## src/rtl/gtx_tx_sched.sv

```systemverilog
// Round-robin frame scheduler for one 16-bit GTX TX lane: SOF/payload/EOF framing, periodic K28.5 comma, idle fill.
// Outputs registered (1 cycle); rd_o is combinational and strobes the source whose word is captured this cycle.
module gtx_tx_sched #(
    parameter int NUM_CH       = 2,
    parameter int BURST_LEN    = 16,
    parameter int COMMA_PERIOD = 256
) (
    input  logic                   clk_i,
    input  logic                   rst_n_i,
    input  logic [NUM_CH-1:0]      req_i,
    input  logic [16*NUM_CH-1:0]   data_i,
    output logic [NUM_CH-1:0]      rd_o,
    output logic [1:0]             ctrl_o,
    output logic [15:0]            data_o,
    output logic                   busy_o
);

    localparam int GW = (NUM_CH > 1) ? $clog2(NUM_CH) : 1;
    localparam int CW = $clog2(COMMA_PERIOD);

    localparam logic [15:0] K_COMMA = 16'hbcbc;
    localparam logic [15:0] K_IDLE  = 16'hbc50;
    localparam logic [15:0] K_SOF   = 16'hfbfb;
    localparam logic [15:0] K_EOF   = 16'hfdfd;

    typedef enum logic [1:0] {
        IDLE    = 2'd0,
        SOF     = 2'd1,
        PAYLOAD = 2'd2,
        EOF     = 2'd3
    } state_t;

    state_t          state_q;
    logic [GW-1:0]   grant_q;
    logic [GW-1:0]   ptr_q;
    logic [7:0]      idx_q;
    logic [CW-1:0]   cnt_q;
    logic [CW-1:0]   cnt_d;
    logic [15:0]     data_q;
    logic [1:0]      ctrl_q;
    logic            busy_q;

    logic            comma_slot;
    logic            last_word;
    logic [GW-1:0]   pick;
    logic            pick_vld;
    logic [GW-1:0]   ptr_d;
    logic [15:0]     ch_word;

    assign comma_slot = (cnt_q == '0);
    assign cnt_d      = cnt_q + CW'(1);
    assign last_word  = (idx_q == 8'(BURST_LEN - 1));
    assign ptr_d      = (grant_q == GW'(NUM_CH - 1)) ? '0 : grant_q + GW'(1);

    assign data_o = data_q;
    assign ctrl_o = ctrl_q;
    assign busy_o = busy_q;

    // Scan downwards so the channel closest to the pointer (lowest offset) wins.
    always_comb begin
        int c;
        c        = 0;
        pick     = '0;
        pick_vld = 1'b0;
        for (int i = NUM_CH - 1; i >= 0; i--) begin
            c = int'(ptr_q) + i;
            if (c >= NUM_CH) begin
                c = c - NUM_CH;
            end
            if (req_i[c]) begin
                pick     = GW'(c);
                pick_vld = 1'b1;
            end
        end
    end

    always_comb begin
        ch_word = '0;
        for (int k = 0; k < NUM_CH; k++) begin
            if (grant_q == GW'(k)) begin
                ch_word = data_i[16*k +: 16];
            end
        end
    end

    always_comb begin
        rd_o = '0;
        for (int k = 0; k < NUM_CH; k++) begin
            if (state_q == PAYLOAD && !comma_slot && grant_q == GW'(k)) begin
                rd_o[k] = 1'b1;
            end
        end
    end

    always_ff @(posedge clk_i or negedge rst_n_i) begin
        if (!rst_n_i) begin
            state_q <= IDLE;
            grant_q <= '0;
            ptr_q   <= '0;
            idx_q   <= '0;
            cnt_q   <= '0;
            data_q  <= '0;
            ctrl_q  <= 2'b00;
            busy_q  <= 1'b0;
        end else begin
            cnt_q <= cnt_d;
            if (comma_slot) begin
                // A comma pauses the frame; it counts as in-frame once SOF has gone out.
                data_q <= K_COMMA;
                ctrl_q <= 2'b11;
                busy_q <= (state_q == PAYLOAD) || (state_q == EOF);
            end else begin
                case (state_q)
                    IDLE: begin
                        data_q <= K_IDLE;
                        ctrl_q <= 2'b10;
                        busy_q <= 1'b0;
                        if (pick_vld) begin
                            grant_q <= pick;
                            state_q <= SOF;
                        end
                    end
                    SOF: begin
                        data_q  <= K_SOF;
                        ctrl_q  <= 2'b11;
                        busy_q  <= 1'b1;
                        idx_q   <= '0;
                        state_q <= PAYLOAD;
                    end
                    PAYLOAD: begin
                        data_q <= ch_word;
                        ctrl_q <= 2'b00;
                        busy_q <= 1'b1;
                        idx_q  <= idx_q + 8'd1;
                        if (last_word) begin
                            state_q <= EOF;
                        end
                    end
                    EOF: begin
                        data_q  <= K_EOF;
                        ctrl_q  <= 2'b11;
                        busy_q  <= 1'b1;
                        ptr_q   <= ptr_d;
                        state_q <= IDLE;
                    end
                    default: begin
                        state_q <= IDLE;
                    end
                endcase
            end
        end
    end

endmodule

```

## config.mk

```make
export PLATFORM = sky130hd
export DESIGN_NAME = gtx_tx_sched
export DESIGN_NICKNAME = d
export VERILOG_FILES = /design/src/rtl/gtx_tx_sched.sv
export SDC_FILE = /design/constraint.sdc
export NUM_CORES = 1
export LEC_CHECK = 0
export BUFFER_PORTS_ARGS = -buffer_cell sky130_fd_sc_hd__buf_2
export CAP_MARGIN = 5
export CORE_MARGIN = 8
export CORE_UTILIZATION = 50
export CTS_CLUSTER_DIAMETER = 40
export DETAILED_ROUTE_END_ITERATION = 8
export PLACE_DENSITY = 0.74
export SLEW_MARGIN = 5
export SYNTH_ARGS = -nofsm -noshare
export SYNTH_HDL_FRONTEND = slang
export SYNTH_SLANG_ARGS = --single-unit
```

## constraint.sdc

```tcl
create_clock -name clk_i -period 2.6 [get_ports clk_i]
set_clock_uncertainty 0.1 [all_clocks]
set_input_delay 0.13 -clock clk_i [delete_from_list [all_inputs] [get_ports clk_i]]
set_output_delay 0.13 -clock clk_i [all_outputs]
set_load 0.1 [all_outputs]
```

# Word level (Yosys, flattened, before mapping)
# Index checks and enable logic that the tools add are counted.
[classes]
mul = 0
add_sub_neg = 6
n_reduce_logical = 14
bitwise = 2
div = 0
order_cmp = 4
muxes = 26
n_eq_ne = 6
shifts = 0
[ops]
columns = ["operator", "n"]
rows = [
  ["$lt 32x3->1 const B", 2],
  ["$mux 32", 2],
  ["$pmux 16 s4", 1],
  ["$mux 16", 2],
  ["$add 8x1->8 const B", 2],
  ["$pmux 8 s2", 1],
  ["$mux 1", 14],
  ["$eq 8x4->1 const B", 1],
  ["$logic_not 8->1", 1],
  ["$pmux 2 s4", 1],
  ["$mux 2", 3],
  ["$pmux 2 s3", 1],
  ["$reduce_and 3->1", 2],
  ["$eq 2x2->1 const B", 2],
  ["$ne 2x2->1 const B", 2],
  ["$reduce_and 2->1", 2],
  ["$logic_and 1x1->1", 3],
  ["$reduce_or 3->1", 1],
  ["$sub 1x2->3 const B", 1],
  ["$sub 2x2->3 const B", 1],
  ["$add 1x1->2 const B", 1],
  ["$eq 2x1->1 const B", 1],
  ["$ge 1x2->1 const B", 1],
  ["$ge 2x2->1 const B", 1],
  ["other kinds (8)", 9],
]
[word_totals]
wordCells = 66
regBits = 39
mem_count = 0
mem_bits_ro = 0
ramBits = 0
in_bits = 36
output_inout_bits = 21
latch_bits = 0

# Longest topological paths before layout
# Gate-level depths: netlist (run 1).
[logic_depth]
word_depth = 10
ltp_mapped = 7
mapped_depth_nobuf = 6

# Worst setup path before layout (run 1)
# No wires, ideal clock.
[synth_path]
path_kind = "reg2out"
from = "reg state_q[0]"
to = "out rd_o[0]"
t_arrival_ns = 2.468
slack_ns = -0.098
required_ns = 2.370
path_stages_with_launch = 7
cell_sequence = "dfrtp_1 inv_1 ha_1 clkbuf_1 clkbuf_1 nand2_1 nor2_1"
[synth_between]
elab_chain_len = 4
[synth_rtl]
columns = ["item", "line_no", "rtl"]
rows = [
  ["start, declared", "33", "state_t state_q;"],
  ["start signal, assigned", "97", "state_q <= IDLE;"],
  ["start signal, assigned", "120", "state_q <= SOF;"],
  ["start signal, assigned", "128", "state_q <= PAYLOAD;"],
  ["$eq 2x2->1", "89", "if (state_q == PAYLOAD && !comma_slot && grant_q == GW'(k)) begin"],
  ["$logic_and 1x1->1 (2 in series)", "89", ""],
  ["$mux 1", "89", ""],
  ["end, declared", "12", "output logic [NUM_CH-1:0] rd_o,"],
]
# No other way between the ends.

# Final worst setup path (run 1)
[layout_path]
from = "reg cnt_q[0]"
to = "out rd_o[1]"
[layout_between]
elab_chain_len = 5
[layout_rtl]
columns = ["item", "line_no", "rtl"]
rows = [
  ["start, declared", "37", "logic [CW-1:0] cnt_q;"],
  ["start signal, assigned", "106", "cnt_q <= cnt_d;"],
  ["$logic_not 8->1", "50", "assign comma_slot = (cnt_q == '0);"],
  ["$logic_not 1->1", "89", ""],
  ["$logic_and 1x1->1 (2 in series)", "89", ""],
  ["$mux 1", "89", ""],
]
# No other way between the ends.

==> impl_metrics.toml, run 1 <==
[placement]
dpl.hpwl_um = 3080
gp_congestion = 0.722
place_ws_ns = 0.177
place_area_um2 = 2300
io_buffers = 56

[routing]
drt_iter0_drc = 43
vias = 1598
post_drt_wl_per_cell_um = 14.1
postRouteAntennaNets = 0
drc = 0
wirelength_um = 4210
first_pass_iters = 4
viasPerCell = 5.34

[global_route]
antenna_found_initial = 0
grt_pass1_wl_um = 7110
use_met2_pct = 22.3
grt_pass1_vias = 1508
grt_max_degree = 40
overflow = 0
grt_use_total_pct = 14.1
grt_use_met1_pct = 16.5
busiest_layer = "met2"
use_met3_pct = 4.85

[synthesis]
synth_fp_nets = 230
synth_seq_cells = 39
postSynth.asyncResetShare_pct = 100
synth_area_um2 = 1980
syn-mean-instance-area_um2 = 10.6
synthDominantCellAreaShare_pct = 49.2
syn-instance-count = 187
synth_ff_type = "dfrtp_1"
seq_area_frac_synth_pct = 49.2
synth-edff-count = 0
synth_most_common_cell = "dfrtp_1"
yosysTopAreaCell = "dfrtp_1"
yosysWarnings = 0
synthDistinctLibCells = 36
synthTopCellsByArea = "dfrtp_1 49%, mux2_2 9.7%, ha_1 4.4%, a21oi_1 4.3%, o21ai_0 3.5%"
yosys-top-cells-count = "39 x dfrtp_1, 17 x a21oi_1, 17 x mux2_2, 17 x nand2_1, 14 x o21ai_0"

[sta]
finalHoldViolations = 0
fin_crit_ns = 2.47
tightest_slew_ns = 0.847
setup_viol = 0
max_freq_mhz = 404
relSlewSlack_pct = 43.6
maxSlewViolCount = 0
rsz0062_at_grt = "false"
finalWorstSetupSlack_ns = 0.125
period_share_pct = 95.2
tns_ns = 0

[floorplanning]
fp.dieW_um = 79.0
dieArea_um2 = 6230
boundaryPins = 57
placementRows = 23
fp.coreArea_um2 = 3910
die_h_um = 79.0
start_util_pct = 50.6

[layout]
fin_area_um2 = 2460
diodes = 0
post_route_cells_drive_above_1_share_pct = 39.4
syn2layout_area_growth_pct = 24.2
finalNetCount = 291
nFillCells = 346

[clock_tree]
cts_max_level = 2
cts_root_buffer = "clkbuf_8"
clockBufferDepth = 2
clk_pin_slew_ns = 0.07
cts_made_buffers = 5
cts.sinks = 39
cts_tree = "yes"
insertion_delay_ns = 0.29

[min_path]
hp-class = "primary input to flop"
min_from = "req_i[1]"
holdPathStages = 3
hold_path_end = "grant_q$_DFFE_PN0P_"

[run]
maxCapViolations = 0

[setup_path]
reg2reg_slack_ns = 0.43
startpoint_type = "flop"
cp_max_fo = 6
rr_startpoint = "cnt_q[0]$_DFF_PN0_"
critical_path_required_ns = 2.37
path_class = "flop to primary output"
rr_endpoint = "idx_q[2]$_DFFE_PN0P_"
cp_data_arrival_time_ns = 2.24
reg2reg_depth = 8
crit_path_end_kind = "primary output"

[run_status]
status = "completed"
## worst max path at each step
| stage | from | to | slack (ns) | cells past startpoint |
|---|---|---|---|---|
| detailed placement | cnt_q[0]$_DFF_PN0_ | rd_o[1] | 0.18 | 6 |
| floorplan | state_q[0]$_DFFE_PN0P_ | rd_o[0] | 0.35 | 6 |
| finish | cnt_q[0]$_DFF_PN0_ | rd_o[1] | 0.13 | 6 |
| global placement | cnt_q[0]$_DFF_PN0_ | rd_o[1] | 0.22 | 6 |
| global route | cnt_q[0]$_DFF_PN0_ | rd_o[1] | 0.06 | 6 |
| CTS | cnt_q[0]$_DFF_PN0_ | rd_o[1] | 0.01 | 6 |
## cell families (layout without fill, tap and decap cells)
family | after synthesis | count (layout) | share of synthesized area [%]
mux | 17 | 17 | 9.66
buf+inv | 15 | 77 | 3.28
fa+ha+maj | 7 | 7 | 4.42
flops | 39 | 39 | 49.2
xor+xnor | 6 | 6 | 2.65
compound gates | 42 | 42 | 13.8
simple gates | 61 | 61 | 16.9
## state kept, by name, indices dropped and copies added (netlist names)
name	flops
busy_o	1
cnt_q	8
ctrl_o	2
data_o	16
grant_q	1
idx_q	8
ptr_q	1
state_q	2
## per-layer routing
metal	wire (µm)	vias to the layer above
met5	0	-
met1	1710	746
met2	1970	59
met4	84	0
li1	-	787
met3	452	6
## cells in the final DEF (no fill, tap or decap), types with 3 or more instances in the layout
cell type  synthesis  routed
dfrtp_1           39      39
ha_1               7       7
mux2_2            17      17
nor2_1            13      12
buf_4              0       6
nand2_1           17      17
clkbuf_8           0       7
nand2b_1           4       4
and3_1             3       3
a21oi_1           17      17
nand3_1           11      11
xnor2_1            4       4
buf_2              1      54
o21ai_0           14      14
inv_1              5       5
## per-stage QoR
step           utilization [%]  hold slack, ns  instances
6_report                  62.9          0.0772        299
5_1_grt                   62.9          0.0884        299
4_1_cts                   62.8          0.0718        299
3_5_place_dp              58.9           0.191        286
3_3_place_gp              58.9           0.186        286
2_1_floorplan                -          -0.266        187
## worst max-delay path: stages, from the launching register on
cell,delay [ns]
dfrtp_1,0.38
inv_1,0.08
ha_1,0.14
or4b_4,0.46
or4_4,0.47
and3_2,0.25
buf_8,0.17
## cell type report
cell class	instances	area (µm²)	share of cell area, %
sequential	39	976	39.6
clock buffer	8	100	4.07
timing repair buffer	64	362	14.7
inverter	5	18.8	0.762
multi-input combinational	133	943	38.3
tap	50	62.6	2.54
## repair_timing
| action | in CTS | in global routing |
|---|---|---|
| endpoints found under the hold margin | 40 | 0 |
| pin swaps | 1 | 1 |
| gates resized for setup | 4 | 1 |
| cloned | 0 | 0 |
| hold buffers | 2 | 0 |
| setup endpoints to repair | 2 | 2 |
| buffers inserted | 3 | 0 |
Power of run 1 is left out: the tool's default activity adds up to more than one toggle a clock period on the data nets, which glitch-free logic cannot reach.
==> inputs of run 2 (changes only) <==
--- a/config.mk
+++ b/config.mk
@@ -11,7 +11,7 @@
 export CORE_UTILIZATION = 50
 export CTS_CLUSTER_DIAMETER = 40
 export DETAILED_ROUTE_END_ITERATION = 8
-export PLACE_DENSITY = 0.74
+export PLACE_DENSITY_LB_ADDON = 0.25
 export SLEW_MARGIN = 5
 export SYNTH_ARGS = -nofsm -noshare
 export SYNTH_HDL_FRONTEND = slang
==> run 2 against run 1 <==
Compared with the run above:
- global-route usage shrank 0.15 points
- register-to-register slack lost 0.13 ns
- highest routed layer unchanged
- worst hold slack gained 0.0041 ns
- count of clock-buffer cells in the layout shrank 1
- utilization shrank 0.67 points
- die area is the same
- sequential share of layout area grew 0.43 points
- via count shrank 1.8%
- wire length shrank 1.7%
- non-clock buffer count shrank 1
- worst setup slack gained 0.0021 ns
- cell area shrank 1.1%
- critical endpoint unchanged
==> impl_metrics.toml, run 2 (synthesized netlist as in run 1, its figures left out) <==
[clock_tree]
cts_root_buffer = "clkbuf_8"
cts.sinks = 39
cts_tree = "yes"
clockBufferDepth = 2
cts_made_buffers = 5
insertion_delay_ns = 0.29
clk_pin_slew_ns = 0.07
cts_max_level = 2

[routing]
vias = 1570
viasPerCell = 5.27
wirelength_um = 4140
drc = 0
first_pass_iters = 4
post_drt_wl_per_cell_um = 13.9
drt_iter0_drc = 60
postRouteAntennaNets = 0

[placement]
io_buffers = 56
dpl.hpwl_um = 3040
place_ws_ns = 0.212
gp_congestion = 0.714

[setup_path]
rr_endpoint = "data_o[8]$_DFF_PN0_"
startpoint_type = "flop"
rr_startpoint = "cnt_q[1]$_DFF_PN0_"
cp_data_arrival_time_ns = 2.24
critical_path_required_ns = 2.37
reg2reg_depth = 7
crit_path_end_kind = "primary output"
path_class = "flop to primary output"
reg2reg_slack_ns = 0.30
cp_max_fo = 4

[min_path]
hp-class = "primary input to flop"
hold_path_end = "grant_q$_DFFE_PN0P_"
min_from = "req_i[1]"
holdPathStages = 3

[sta]
maxSlewViolCount = 0
rsz0062_at_grt = "false"
relSlewSlack_pct = 43.0
max_freq_mhz = 404
period_share_pct = 95.1
tns_ns = 0
fin_crit_ns = 2.47
setup_viol = 0
finalWorstSetupSlack_ns = 0.128
finalHoldViolations = 0
tightest_slew_ns = 0.854

[floorplanning]
start_util_pct = 50.6
fp.dieW_um = 79.0
die_h_um = 79.0
placementRows = 23
boundaryPins = 57
dieArea_um2 = 6230
fp.coreArea_um2 = 3910

[layout]
post_route_cells_drive_above_1_share_pct = 38.7
syn2layout_area_growth_pct = 22.9
largest_reg_flops = 16
nFillCells = 333
finalNetCount = 290
layout_commonest_cell = "buf_2"
layout_common_cells = "54 x buf_2, 39 x dfrtp_1, 17 x mux2_2, 17 x a21oi_1, 17 x nand2_1"
diodes = 0

[global_route]
overflow = 0
antenna_found_initial = 0
grt_pass1_vias = 1538
grt_max_degree = 40
grt_use_total_pct = 14.0
grt_pass1_wl_um = 7130

[run_status]
status = "completed"

[run]
maxCapViolations = 0
-- run 2: how the worst max path moves through the flow --
stage,from,end,depth (start not counted)
after floorplan,state_q[0]$_DFFE_PN0P_,rd_o[0],6
after global placement,cnt_q[0]$_DFF_PN0_,rd_o[1],6
after detailed placement,cnt_q[0]$_DFF_PN0_,rd_o[1],6
after CTS,cnt_q[0]$_DFF_PN0_,rd_o[1],6
after global routing,cnt_q[1]$_DFF_PN0_,rd_o[1],6
final,cnt_q[1]$_DFF_PN0_,rd_o[1],6
-- run 2: repair_timing --
item                                   in CTS  in global routing
hold buffers                                2                  0
gates resized for setup                     5                  0
pin swaps                                   1                  1
setup endpoints to repair                   2                  2
endpoints found under the hold margin      40                  0
setup buffers                               1                  1
-- run 2: per-layer routing --
metal	global-route usage (%)	vias to the layer above	share of wire, %	wire [µm]
met5	0	-	0	0
met4	4.44	0	0.92	38
met3	5.19	6	8.7	359
met2	23.3	39	48	1990
met1	16.2	743	42	1750
li1	-	782	-	-
-- run 2: cell type report --
type / instances / area [µm²] / area share, %
Tap cell: 50 / 62.6 / 2.57
Sequential cell: 39 / 976 / 40.1
Inverter: 5 / 18.8 / 0.770
Timing Repair Buffer: 63 / 354 / 14.5
Clock buffer: 7 / 76.3 / 3.13
Clock inverter: 1 / 5.00 / 0.205
Multi-Input combinational cell: 133 / 943 / 38.7
-- run 2: metrics by stage --
stage | cell area [µm²] | util (%) | hold slack, ns | std cells
4_1_cts | 2430 | 62.1 | 0.0697 | 297
5_1_grt | 2440 | 62.2 | 0.0917 | 298
3_5_place_dp | 2300 | 58.9 | 0.185 | 286
6_report | 2440 | 62.2 | 0.0813 | 298
2_1_floorplan | 1980 | - | -0.266 | 187
3_3_place_gp | 2300 | 58.9 | 0.184 | 286
-- run 2: critical path: stages (launching register included) --
cell,delay (ns)
dfrtp_1,0.40
inv_1,0.06
ha_1,0.12
or4b_4,0.50
or4_4,0.46
and3_2,0.24
buf_8,0.17
Power of run 2 is left out for the same reason.
==> inputs of run 3 (changes only) <==
==> constraint.sdc (replaced) <==
create_clock -name clk_i -period 2.3 [get_ports clk_i]
set_clock_uncertainty 0.1 [all_clocks]
set_input_delay 0.115 -clock clk_i [delete_from_list [all_inputs] [get_ports clk_i]]
set_output_delay 0.115 -clock clk_i [all_outputs]
set_load 0.1 [all_outputs]
==> run 3 against run 2 <==
Compared with the run above:
- the flow now finishes with violations (setup timing)
- worst hold slack lost 0.019 ns
- count of clock-buffer cells in the layout did not move
- critical path depth stayed put
- die area unchanged
- wire length rose by 13%
- via count rose by 3.2%
- worst setup slack got worse by 0.22 ns
- critical path type unchanged
- highest routed layer unchanged
- non-clock buffer count is 11 higher
- register-to-register slack got worse by 0.19 ns
==> impl_metrics.toml, run 3 (synthesized netlist as in run 1, its figures left out) <==
[routing]
first_pass_iters = 4
wirelength_um = 4690
viasPerCell = 5.25
drc = 0
postRouteAntennaNets = 0
drt_iter0_drc = 95
post_drt_wl_per_cell_um = 15.2
vias = 1621

[floorplanning]
dieArea_um2 = 6230
start_util_pct = 50.6
fp.dieW_um = 79.0
die_h_um = 79.0
placementRows = 23
fp.coreArea_um2 = 3910
boundaryPins = 57

[clock_tree]
cts_made_buffers = 5
clk_pin_slew_ns = 0.07
insertion_delay_ns = 0.28
cts.sinks = 39
cts_tree = "yes"
cts_max_level = 2
cts_root_buffer = "clkbuf_8"
clockBufferDepth = 2

[run]
maxCapViolations = 0

[min_path]
hp-class = "primary input to flop"
hold_path_end = "grant_q$_DFFE_PN0P_"
holdPathStages = 3
min_from = "req_i[1]"

[sta]
finalHoldViolations = 0
finalWorstSetupSlack_ns = -0.0879
rsz0062_at_grt = "true"
maxSlewViolCount = 0
period_share_pct = 104
fin_crit_ns = 2.39
max_freq_mhz = 419
setup_viol = 2
tightest_slew_ns = 0.885
relSlewSlack_pct = 41.0

[layout]
syn2layout_area_growth_pct = 28.3
nFillCells = 327
largest_reg_flops = 16
diodes = 0
multi_input_area_um2 = 955
post_route_cells_drive_above_1_share_pct = 42.1
finalNetCount = 301
area.sequential_um2 = 976
layout_commonest_cell = "buf_2"
layout_common_cells = "54 x buf_2, 39 x dfrtp_1, 17 x mux2_2, 17 x a21oi_1"

[setup_path]
cp_data_arrival_time_ns = 2.17
reg2reg_slack_ns = 0.11
startpoint_type = "flop"
cp-startpoint = "cnt_q[0]$_DFF_PN0_"
crit_path_end_kind = "primary output"
cp_max_fo = 4
rr_endpoint = "grant_q$_DFFE_PN0P_"
critical_path_required_ns = 2.09
rr_startpoint = "cnt_q[0]$_DFF_PN0_"
path_class = "flop to primary output"
reg2reg_depth = 7

[global_route]
grt_use_total_pct = 15.3
grt_max_degree = 40
overflow = 0
grt_pass1_vias = 1635
grt_pass1_wl_um = 7850
antenna_found_initial = 0

[placement]
dpl.hpwl_um = 3250
place_ws_ns = 0.0481
gp_congestion = 0.773
io_buffers = 56

[run_status]
status = "finished with violations"
violations = "setup timing"
-- run 3: worst max-delay path, cell delays in order (launching register included) --
cell and delay (ns):
dfrtp_1 0.39, inv_2 0.06, ha_1 0.13, or4b_4 0.45, or4_4 0.47, and3_4 0.22, buf_12 0.16
-- run 3: final cells by class --
type	count	area share (%)
flip-flops and latches	39	38.4
multi-input cells	133	37.5
repair buffers	74	17.7
clock buffers	7	3.00
well taps	50	2.46
inverters	5	0.738
clock inverters	1	0.197
-- run 3: worst max-delay path by stage --
stage,slack [ns],cells past startpoint,to
after floorplan,0.07,6,rd_o[0]
after global placement,0.08,6,rd_o[1]
after detailed placement,0.05,6,rd_o[1]
after CTS,-0.08,6,rd_o[1]
after global routing,-0.14,6,rd_o[1]
final,-0.09,6,rd_o[1]
-- run 3: metal layers --
metal,global-route usage (%),vias to the layer above,share of wire (%)
met5,0,-,0
met4,3.89,0,0.94
met3,4.63,5,5.7
met2,26.3,40,51
met1,18.2,772,43
li1,-,804,-
-- run 3: per-stage QoR --
stage	hold slack, ns	std cells	TNS [ns]	util, %	instance area (µm²)
CTS	0.0565	307	-0.130	64.5	2520
finish	0.0623	309	-0.147	65.0	2540
detailed placement	0.179	293	0	60.2	2360
global route	0.0751	309	-0.259	65.0	2540
global placement	0.175	293	0	60.2	2360
floorplan	-0.281	187	0	-	1980
-- run 3: repair_timing --
action                                  4_1_cts  5_1_grt
pin swaps                                     1        1
endpoints found under the hold margin        40        0
endpoints found under the setup margin        2        2
buffers inserted                              4        2
gates cloned                                  0        0
hold buffers                                  2        0
resized for setup                            11        1
Power of run 3 is left out for the same reason.
